===== src/rtl/tennis_pkg.sv =====
// Shared types and constants for the two-player LED tennis game.
package tennis_pkg;

    localparam int LED_W   = 16;
    localparam int POS_W   = 4;
    localparam int SCORE_W = 4;

    localparam logic [POS_W-1:0] P1_END = 4'd15;
    localparam logic [POS_W-1:0] P2_END = 4'd0;

    typedef enum logic [2:0] {
        SERVE_P1,
        SERVE_P2,
        TO_P1,
        TO_P2,
        POINT,
        OVER
    } state_e;

    // Scores above 8 simply light the whole half-bar.
    function automatic logic [7:0] therm8(input logic [SCORE_W-1:0] s);
        logic [7:0] t;
        for (int i = 0; i < 8; i++) begin
            t[i] = (int'(s) > i);
        end
        return t;
    endfunction

endpackage


===== src/rtl/tennis_tick_gen.sv =====
// Ball-step tick generator: one-cycle pulse every TICK_DIV cycles, restartable via clear_i.
module tennis_tick_gen #(
    parameter int unsigned TICK_DIV = 1
) (
    input  logic clk_i,
    input  logic reset_i,
    input  logic clear_i,
    output logic tick_o
);

    localparam int unsigned CNT_W = (TICK_DIV > 1) ? $clog2(TICK_DIV) : 1;
    localparam logic [CNT_W-1:0] CNT_LAST = CNT_W'(TICK_DIV - 1);

    logic [CNT_W-1:0] cnt_q, cnt_d;

    // With TICK_DIV = 1 the counter sits at zero and tick stays high.
    assign tick_o = (cnt_q == CNT_LAST);

    always_comb begin
        cnt_d = cnt_q + CNT_W'(1);
        if (clear_i || tick_o) begin
            cnt_d = '0;
        end
    end

    always_ff @(posedge clk_i) begin
        if (reset_i) begin
            cnt_q <= '0;
        end else begin
            cnt_q <= cnt_d;
        end
    end

endmodule


===== src/rtl/tennis_top.sv =====
// Two-player LED tennis on a 16-LED bar. Optional macro SCORE_DISPLAY_EN shows
// both scores as thermometer codes during POINT instead of a full-bar flash.
module tennis_top
    import tennis_pkg::*;
#(
    parameter int unsigned TICK_DIV   = 1,
    parameter int unsigned HIT_WIN    = 2,
    parameter int unsigned SHOW_TICKS = 4,
    parameter int unsigned WIN_SCORE  = 7
) (
    input  logic             clk,
    input  logic             reset_clk,
    input  logic             but_1,
    input  logic             but_2,
    output logic [LED_W-1:0] led
);

    localparam int unsigned SHOW_W = (SHOW_TICKS > 1) ? $clog2(SHOW_TICKS) : 1;
    localparam logic [SHOW_W-1:0]  SHOW_LAST = SHOW_W'(SHOW_TICKS - 1);
    localparam logic [POS_W-1:0]   HIT_LO    = POS_W'(HIT_WIN);
    localparam logic [POS_W-1:0]   HIT_HI    = P1_END - HIT_LO;
    localparam logic [SCORE_W-1:0] WIN       = SCORE_W'(WIN_SCORE);

    state_e             state_q, state_d;
    logic [POS_W-1:0]   pos_q, pos_d;
    logic [SCORE_W-1:0] score1_q, score1_d;
    logic [SCORE_W-1:0] score2_q, score2_d;
    logic [SHOW_W-1:0]  showCnt_q, showCnt_d;
    logic               p1Scored_q, p1Scored_d;
    logic               btn1_q, btn2_q;
    logic               press1, press2;
    logic               tick;

    assign press1 = but_1 & ~btn1_q;
    assign press2 = but_2 & ~btn2_q;

    tennis_tick_gen #(
        .TICK_DIV(TICK_DIV)
    ) u_tick (
        .clk_i   (clk),
        .reset_i (reset_clk),
        .clear_i (state_d != state_q),
        .tick_o  (tick)
    );

    // A return (hit) is checked before the tick so a hit never also moves or misses.
    always_comb begin
        state_d    = state_q;
        pos_d      = pos_q;
        score1_d   = score1_q;
        score2_d   = score2_q;
        showCnt_d  = showCnt_q;
        p1Scored_d = p1Scored_q;
        unique case (state_q)
            SERVE_P1: begin
                if (press1) state_d = TO_P2;
            end
            SERVE_P2: begin
                if (press2) state_d = TO_P1;
            end
            TO_P2: begin
                if (press2 && (pos_q < HIT_LO)) begin
                    state_d = TO_P1;
                end else if (tick) begin
                    if (pos_q == P2_END) begin
                        if (score1_q < WIN) score1_d = score1_q + SCORE_W'(1);
                        p1Scored_d = 1'b1;
                        showCnt_d  = '0;
                        state_d    = POINT;
                    end else begin
                        pos_d = pos_q - POS_W'(1);
                    end
                end
            end
            TO_P1: begin
                if (press1 && (pos_q > HIT_HI)) begin
                    state_d = TO_P2;
                end else if (tick) begin
                    if (pos_q == P1_END) begin
                        if (score2_q < WIN) score2_d = score2_q + SCORE_W'(1);
                        p1Scored_d = 1'b0;
                        showCnt_d  = '0;
                        state_d    = POINT;
                    end else begin
                        pos_d = pos_q + POS_W'(1);
                    end
                end
            end
            POINT: begin
                if (tick) begin
                    if (showCnt_q == SHOW_LAST) begin
                        if ((score1_q == WIN) || (score2_q == WIN)) begin
                            state_d = OVER;
                        end else if (p1Scored_q) begin
                            state_d = SERVE_P2;
                            pos_d   = P2_END;
                        end else begin
                            state_d = SERVE_P1;
                            pos_d   = P1_END;
                        end
                    end else begin
                        showCnt_d = showCnt_q + SHOW_W'(1);
                    end
                end
            end
            OVER: begin
                state_d = OVER;
            end
            default: begin
                state_d = SERVE_P1;
                pos_d   = P1_END;
            end
        endcase
    end

    always_ff @(posedge clk) begin
        if (reset_clk) begin
            state_q    <= SERVE_P1;
            pos_q      <= P1_END;
            score1_q   <= '0;
            score2_q   <= '0;
            showCnt_q  <= '0;
            p1Scored_q <= 1'b0;
            btn1_q     <= 1'b0;
            btn2_q     <= 1'b0;
        end else begin
            state_q    <= state_d;
            pos_q      <= pos_d;
            score1_q   <= score1_d;
            score2_q   <= score2_d;
            showCnt_q  <= showCnt_d;
            p1Scored_q <= p1Scored_d;
            btn1_q     <= but_1;
            btn2_q     <= but_2;
        end
    end

    always_comb begin
        led = LED_W'(1) << pos_q;
        unique case (state_q)
            POINT: begin
`ifdef SCORE_DISPLAY_EN
                led = {therm8(score1_q), therm8(score2_q)};
`else
                led = 16'hFFFF;
`endif
            end
            OVER: begin
                led = (score1_q == WIN) ? 16'hFF00 : 16'h00FF;
            end
            default: begin
                led = LED_W'(1) << pos_q;
            end
        endcase
    end

endmodule


===== config.mk =====
export PLATFORM = sky130hd
export DESIGN_NAME = tennis_top
export DESIGN_NICKNAME = d
export VERILOG_FILES = /design/src/rtl/tennis_pkg.sv /design/src/rtl/tennis_tick_gen.sv /design/src/rtl/tennis_top.sv
export SDC_FILE = /design/constraint.sdc
export NUM_CORES = 1
export LEC_CHECK = 0
export CORE_ASPECT_RATIO = 1.75
export CORE_MARGIN = 5
export CORE_UTILIZATION = 50
export CTS_BUF_LIST = sky130_fd_sc_hd__clkbuf_4 sky130_fd_sc_hd__clkbuf_8 sky130_fd_sc_hd__clkbuf_16
export DETAILED_ROUTE_END_ITERATION = 6
export PLACE_DENSITY = 0.74
export SLEW_MARGIN = 5
export SYNTH_ARGS = -nofsm -noshare
export SYNTH_HDL_FRONTEND = slang
export SYNTH_SLANG_ARGS = --single-unit
export TNS_END_PERCENT = 50

===== constraint.sdc =====
create_clock -name clk -period 3.6 [get_ports clk]
set_input_delay 0.72 -clock clk [delete_from_list [all_inputs] [get_ports clk]]
set_output_delay 0.72 -clock clk [all_outputs]
set_load 0.02 [all_outputs]

==> metrics, run 1 <==
synthesized area=1360 sq um; Worst path depth=4; Ports=20; Data arrival, critical path=2.29 ns; post_cts resized=0; Max-slew headroom=62.9%; maxcap violations=0; Critical R2R Capture=pos_q[3]$_SDFFE_PP1P_; Async S/R FF share, synth=0%; final slew viol count=0; final hold vios=0; GP Congestion=0.819; share of cells above drive strength 1=7.78%; Reg power frac=47.3%; initial DRC count=33; XOR/XNOR Fraction of Synth Area=3.23%; crit-path leading delay family=buffers and inverters; fill count=238; Synth warnings=0; Final ANT Viol Nets=0; fin crit share=83.6%; post-synthesis cell count=166; Setup crit start kind=flip-flop; Initial Util=51.1%; pin slew with the least headroom to its limit=0.555 ns; DRC=0; Setup CP Type=reg2out; Crit. Startpoint=state_q[0]$_SDFF_PP0_; Post-DP HPWL=2.53 mm; area leader, netlist=dfxtp_1; Clk pin slew, worst setup/hold paths=0.08 ns; initial antenna violation count=0; Synth Flop Type=dfxtp_1; Clk Latency, worst-skew pair=0.26 ns; Seq/Total Area, Yosys=31.0%; Cell Chain, Critical Path=inv_1 -> o21bai_1 -> o21ai_0 -> clkdlybuf4s50_1; std cell rows=25; wire length of the first global-routing pass=5.47 mm; Worst IR Drop VDD=207 uV; Setup TNS=0 ns; core area=2660 sq um; Total GRT Usage=17.5%; Util after Layout=59.9%; Chip Height=78.9 um; CP endpoint=led[3]; vias in the first global route=1219; worst-path fanout max=17; drt wl/cell=15.4 um; vias=1258; Post-layout nets=191; post-synthesis mux area share=7.56%; Max clock buf depth=2; WP data required=2.88 ns; Seq cells post-synth=21; Via density=6.08; worst reg2reg path depth=8; clock network power share=30.3%; Setup Skew=0.00403 ns; Syn Area/Cell=8.18 sq um; min cycle time layout=3.01 ns; status=complete, no violations; Buf+Inv Stages, Crit Path=2; Worst Setup Slack post-DPL=0.907 ns; post-synth cell types=45; final setup vio count=0; PwrDens=337 nW/um^2; number of diodes=0; Area Overhead vs Synth=17.2%; CP peak stage delay=0.67 ns; Comb pwr share=22.4%; largest family of logic cells by synthesized area=simple AND/OR/NAND/NOR gates; Hold Path Class=reg2reg; endpoint type of the worst setup path=output pin; die area=3900 sq um; Max Fclk=0.332 GHz; Yosys top cell area share=31.0%; Final WS setup=0.591 ns; syn_nets=176; Chip Width=49.4 um; most common cell after layout, fill and taps aside=dfxtp_1; grt total ovfl=0; Simple-Gate Fraction of Synth Area=25.0%; setup bufs post-CTS=0; main area contributors after synthesis=dfxtp_1 (31%), o21ai_0 (6.3%), mux2i_1 (5.9%), nor2_1 (5.3%), ha_1 (4.6%); IO buf count=19; CTS tree=done; Compound-Gate Fraction of Synth Area=21.6%; Routed WL=3.18 mm; CTS sink count=21; unrepaired setup endpoints after global routing=no; sw power=0.156 mW; Critical-path top delay cell=dfxtp_1; htree depth=1; CTS Hold Bufs=0; Synth Area in Adders=6.08%; internal power=0.380 mW; Root Driver=clkbuf_8; Post-synth EDFFs=0; Hold Path Origin=showCnt_q[1]$_SDFFE_PP0P_; cts bufs inserted=3; Sw Ratio=29.0%; most frequent cells in the layout=dfxtp_1 (21), nor2_1 (19), clkdlybuf4s50_1 (19); largest net degree at the start of global routing=18; Reg-to-Reg Start=state_q[0]$_SDFF_PP0_; setup slack, reg-to-reg=1.46 ns; Pleak=0.576 nW; Detailed Routing Iterations Pass 1=4
-- flip-flops by register name, indices dropped and copies added, names as in the netlist --
name and count:
score2_q 4, score1_q 4, pos_q 4, btn2_q 1, state_q 3, btn1_q 1, showCnt_q 2, p1Scored_q 1
u_tick.cnt_q 1
-- power groups by stage --
stage	clock network (mW)	logic, mW	registers [mW]
CTS	0.167	0.120	0.253
global route	0.176	0.131	0.255
finish	0.162	0.120	0.254
floorplan	0	0.0899	0.249
global placement	0	0.116	0.258
detailed placement	0	0.119	0.259
-- kinds of logic (layout without fill, tap and decap cells) --
group	count (synthesis)	in the layout
compound gates	47	47
flops	21	21
simple gates	61	61
xor+xnor	5	5
mux	9	9
buf+inv	16	30
fa+ha+maj	6	6
other cells	1	1
-- worst min path at each step --
| stage | endpoint | slack (ns) | depth (start not counted) |
|---|---|---|---|
| after floorplan | showCnt_q[1]$_SDFFE_PP0P_ | 0.45 | 2 |
| after global placement | showCnt_q[1]$_SDFFE_PP0P_ | 0.46 | 2 |
| after detailed placement | showCnt_q[1]$_SDFFE_PP0P_ | 0.48 | 2 |
| after CTS | showCnt_q[1]$_SDFFE_PP0P_ | 0.49 | 2 |
| after global routing | showCnt_q[1]$_SDFFE_PP0P_ | 0.51 | 2 |
| final | showCnt_q[1]$_SDFFE_PP0P_ | 0.49 | 2 |
-- layout make-up --
class                   count  area, sq um  share of cell area [%]
flip-flops and latches     21          420                    26.4
repair buffers             21          205                    12.9
multi-input cells         129          865                    54.3
well taps                  27         33.8                    2.12
clock buffers               4         48.8                    3.07
inverters                   5         18.8                    1.18
-- synth_stat cells (2+ instances only) --
library cell / count
xnor2_1: 3
nor3_1: 2
nand2_1: 10
o211ai_1: 2
nor4_1: 2
nand3b_1: 3
mux2i_1: 8
o21bai_1: 3
clkbuf_1: 6
a31oi_1: 2
nor3b_1: 4
a21oi_1: 11
ha_1: 5
nand3_1: 3
a21o_1: 2
nor2b_1: 4
o21ai_0: 17
xor2_1: 2
dfxtp_1: 21
inv_1: 5
buf_2: 4
nand2b_1: 3
nand4_1: 2
a41oi_1: 3
nor2_1: 19
-- per-layer routing --
metal | vias to the layer above | share of wire, % | global-route usage [%]
li1 | 626 | - | -
met1 | 597 | 38 | 16.2
met2 | 30 | 56 | 36.4
met3 | 5 | 3.8 | 2.44
met4 | 0 | 1.6 | 6.30
met5 | - | 0 | 0
-- through the flow --
| step | instances | power, mW | cell area, sq um | hold slack [ns] |
|---|---|---|---|---|
| after global placement | 203 | 0.374 | 1540 | 0.465 |
| after floorplan | 166 | 0.339 | 1360 | 0.453 |
| after detailed placement | 203 | 0.378 | 1540 | 0.480 |
| final | 207 | 0.536 | 1590 | 0.492 |
| after CTS | 207 | 0.541 | 1590 | 0.493 |
| after global routing | 207 | 0.562 | 1590 | 0.514 |
-- worst min-delay path: stages, from the launching register on --
cell,delay (ns)
dfxtp_1,0.32
o21ai_0,0.07
a21oi_1,0.06
Power figures use the tool's default switching activity.
==> run 2, diff against run 1 <==
==> constraint.sdc (replaced) <==
create_clock -name clk -period 3.1 [get_ports clk]
set_input_delay 0.62 -clock clk [delete_from_list [all_inputs] [get_ports clk]]
set_output_delay 0.62 -clock clk [all_outputs]
set_load 0.02 [all_outputs]
==> run 2 against run 1 <==
Sequential share of layout area fell by 0.12 points. Power rose by 16%. Via count fell by 3.0%. Routed wire length fell by 2.7%.
==> metrics, run 2 (same netlist as run 1, synthesis figures left out) <==
Reg power frac=46.2% (-1.1 points); Detailed Routing Iterations Pass 1=4 (unchanged); Data arrival, critical path=2.14 ns (-0.15 ns); maxcap violations=0 (unchanged); initial antenna violation count=0 (unchanged); status=complete, no violations; Crit. Startpoint=score1_q[0]$_SDFFE_PP0P_; htree depth=1 (unchanged); Post-layout nets=192 (+0.52%); Design Power=0.622 mW (+16%); Sw Ratio=28.7% (-0.29 points); area occupied by multi-input gates=865 sq um (unchanged); Chip Width=49.4 um (unchanged); Post-DP HPWL=2.43 mm (-4.0%); Root Driver=clkbuf_8; pin slew with the least headroom to its limit=0.506 ns (-0.0496 ns); Max-slew headroom=66.2% (+3.3 points); die area=3900 sq um (unchanged); post_cts resized=0 (unchanged); WP data required=2.48 ns (-0.40 ns); clock network power share=30.3% (about the same); Routed WL=3.09 mm (-2.7%); Setup TNS=0 ns (unchanged); Hold Path Class=reg2reg; Area Overhead vs Synth=17.8%; vias in the first global route=1155 (-5.3%); fill count=247 (+3.8%); final setup vio count=0 (unchanged); core area=2660 sq um (unchanged); met1 Use GR=14.6% (-1.6 points); most frequent cells in the layout=dfxtp_1 (21), nor2_1 (19), clkdlybuf4s50_1 (19); share of cells above drive strength 1=8.29% (+0.51 points); Chip Height=78.9 um (unchanged); Max Fclk=0.363 GHz; busiest grt layer=met2; internal power=0.443 mW (+17%); wire length of the first global-routing pass=4.97 mm (-9.2%); drt wl/cell=14.9 um (-3.2%); Clk Latency, worst-skew pair=0.26 ns (about the same); PwrDens=389 nW/um^2 (+16%); std cell rows=25 (unchanged); placed cell count=204 (+0.49%); final slew viol count=0 (unchanged); FF/Latch Area=420 sq um (unchanged); Total GRT Usage=15.9% (-1.7 points); fin crit share=89.0%; Setup CP Type=reg2out; final hold vios=0 (unchanged); Reg-to-Reg Start=state_q[1]$_SDFF_PP0_; vias=1220 (-3.0%); grt total ovfl=0 (unchanged); Hold Path Origin=score1_q[3]$_SDFFE_PP0P_; Max clock buf depth=2 (unchanged); most common cell after layout, fill and taps aside=dfxtp_1; Clk pin slew, worst setup/hold paths=0.07 ns (about the same); GP Congestion=0.812 (-0.90%); Comb pwr share=23.5% (+1.1 points); Final ANT Viol Nets=0 (unchanged); setup bufs post-CTS=0 (unchanged); Via density=5.87 (-3.5%); Ports=20 (unchanged); Setup crit start kind=flip-flop; met3 Use GR=1.88% (-0.56 points); Non-Filler Instances=208 (+0.48%); IO buf count=19 (unchanged); initial DRC count=34 (+3.0%); Largest regs=pos_q: 4 flops, score1_q: 4 flops, score2_q: 4 flops; Pleak=0.581 nW (+0.91%); number of diodes=0 (unchanged); worst-path fanout max=8 (-9); min cycle time layout=2.76 ns; Initial Util=51.1% (unchanged); sw power=0.179 mW (+15%); DRC=0 (unchanged); CTS Hold Bufs=0 (unchanged); cts bufs inserted=3 (unchanged); largest net degree at the start of global routing=23 (+5); Worst IR Drop VDD=406 uV (+96%); CTS tree=done; Setup Skew=0.00208 ns (-0.00195 ns); endpoint type of the worst setup path=output pin; CTS sink count=21 (unchanged); GR Util met2=32.9% (-3.5 points); unrepaired setup endpoints after global routing=no
==> run 2: changes by cell type in the layout (fill, tap and decap cells not counted), sizes merged <==
cell,before,now
buf,2,3
==> run 2: worst paths after layout <==
| path | cells after the start | end | slack, ns |
|---|---|---|---|
| max reg2reg | 9 | pos_q[3]$_SDFFE_PP1P_ | 1.10 |
| max | 5 | led[7] | 0.34 |
| min reg2reg | 2 | score1_q[3]$_SDFFE_PP0P_ | 0.50 |
| min | 2 | score1_q[3]$_SDFFE_PP0P_ | 0.50 |
==> run 2: power groups by stage <==
stage	Sequential (mW)	Combinational, mW	Clock (mW)
6_report	0.287	0.146	0.189
5_1_grt	0.289	0.159	0.203
4_1_cts	0.287	0.147	0.194
3_5_place_dp	0.294	0.146	0
3_3_place_gp	0.293	0.143	0
2_1_floorplan	0.289	0.104	0
==> run 2: stage by stage <==
step | hold slack, ns | setup slack (ns) | util, % | cell area [sq um]
floorplan | 0.453 | 1.12 | - | 1360
global placement | 0.474 | 0.689 | 58.3 | 1550
detailed placement | 0.483 | 0.632 | 58.3 | 1550
CTS | 0.502 | 0.345 | 60.1 | 1600
global route | 0.526 | 0.188 | 60.1 | 1600
finish | 0.498 | 0.342 | 60.1 | 1600
==> run 2: routing by layer <==
layer  up-vias  routed length [um]
met1       560                1150
met2        26                1780
met3         7                 111
met4         0                  60
met5         -                   0
li1        627                   -
==> run 2: area by class of cell <==
type,count,area share (%)
multi-input combinational,129,54.1
sequential,21,26.3
timing repair buffer,22,13.3
clock buffer,4,3.05
tap,27,2.11
inverter,5,1.17
==> run 2: worst max-delay path, cell delays in order (launching register included) <==
cell and delay [ns]:
dfxtp_1 0.37, ha_1 0.20, nand3b_1 0.18, o21bai_1 0.39, o21ai_0 0.17, clkdlybuf4s50_1 0.57
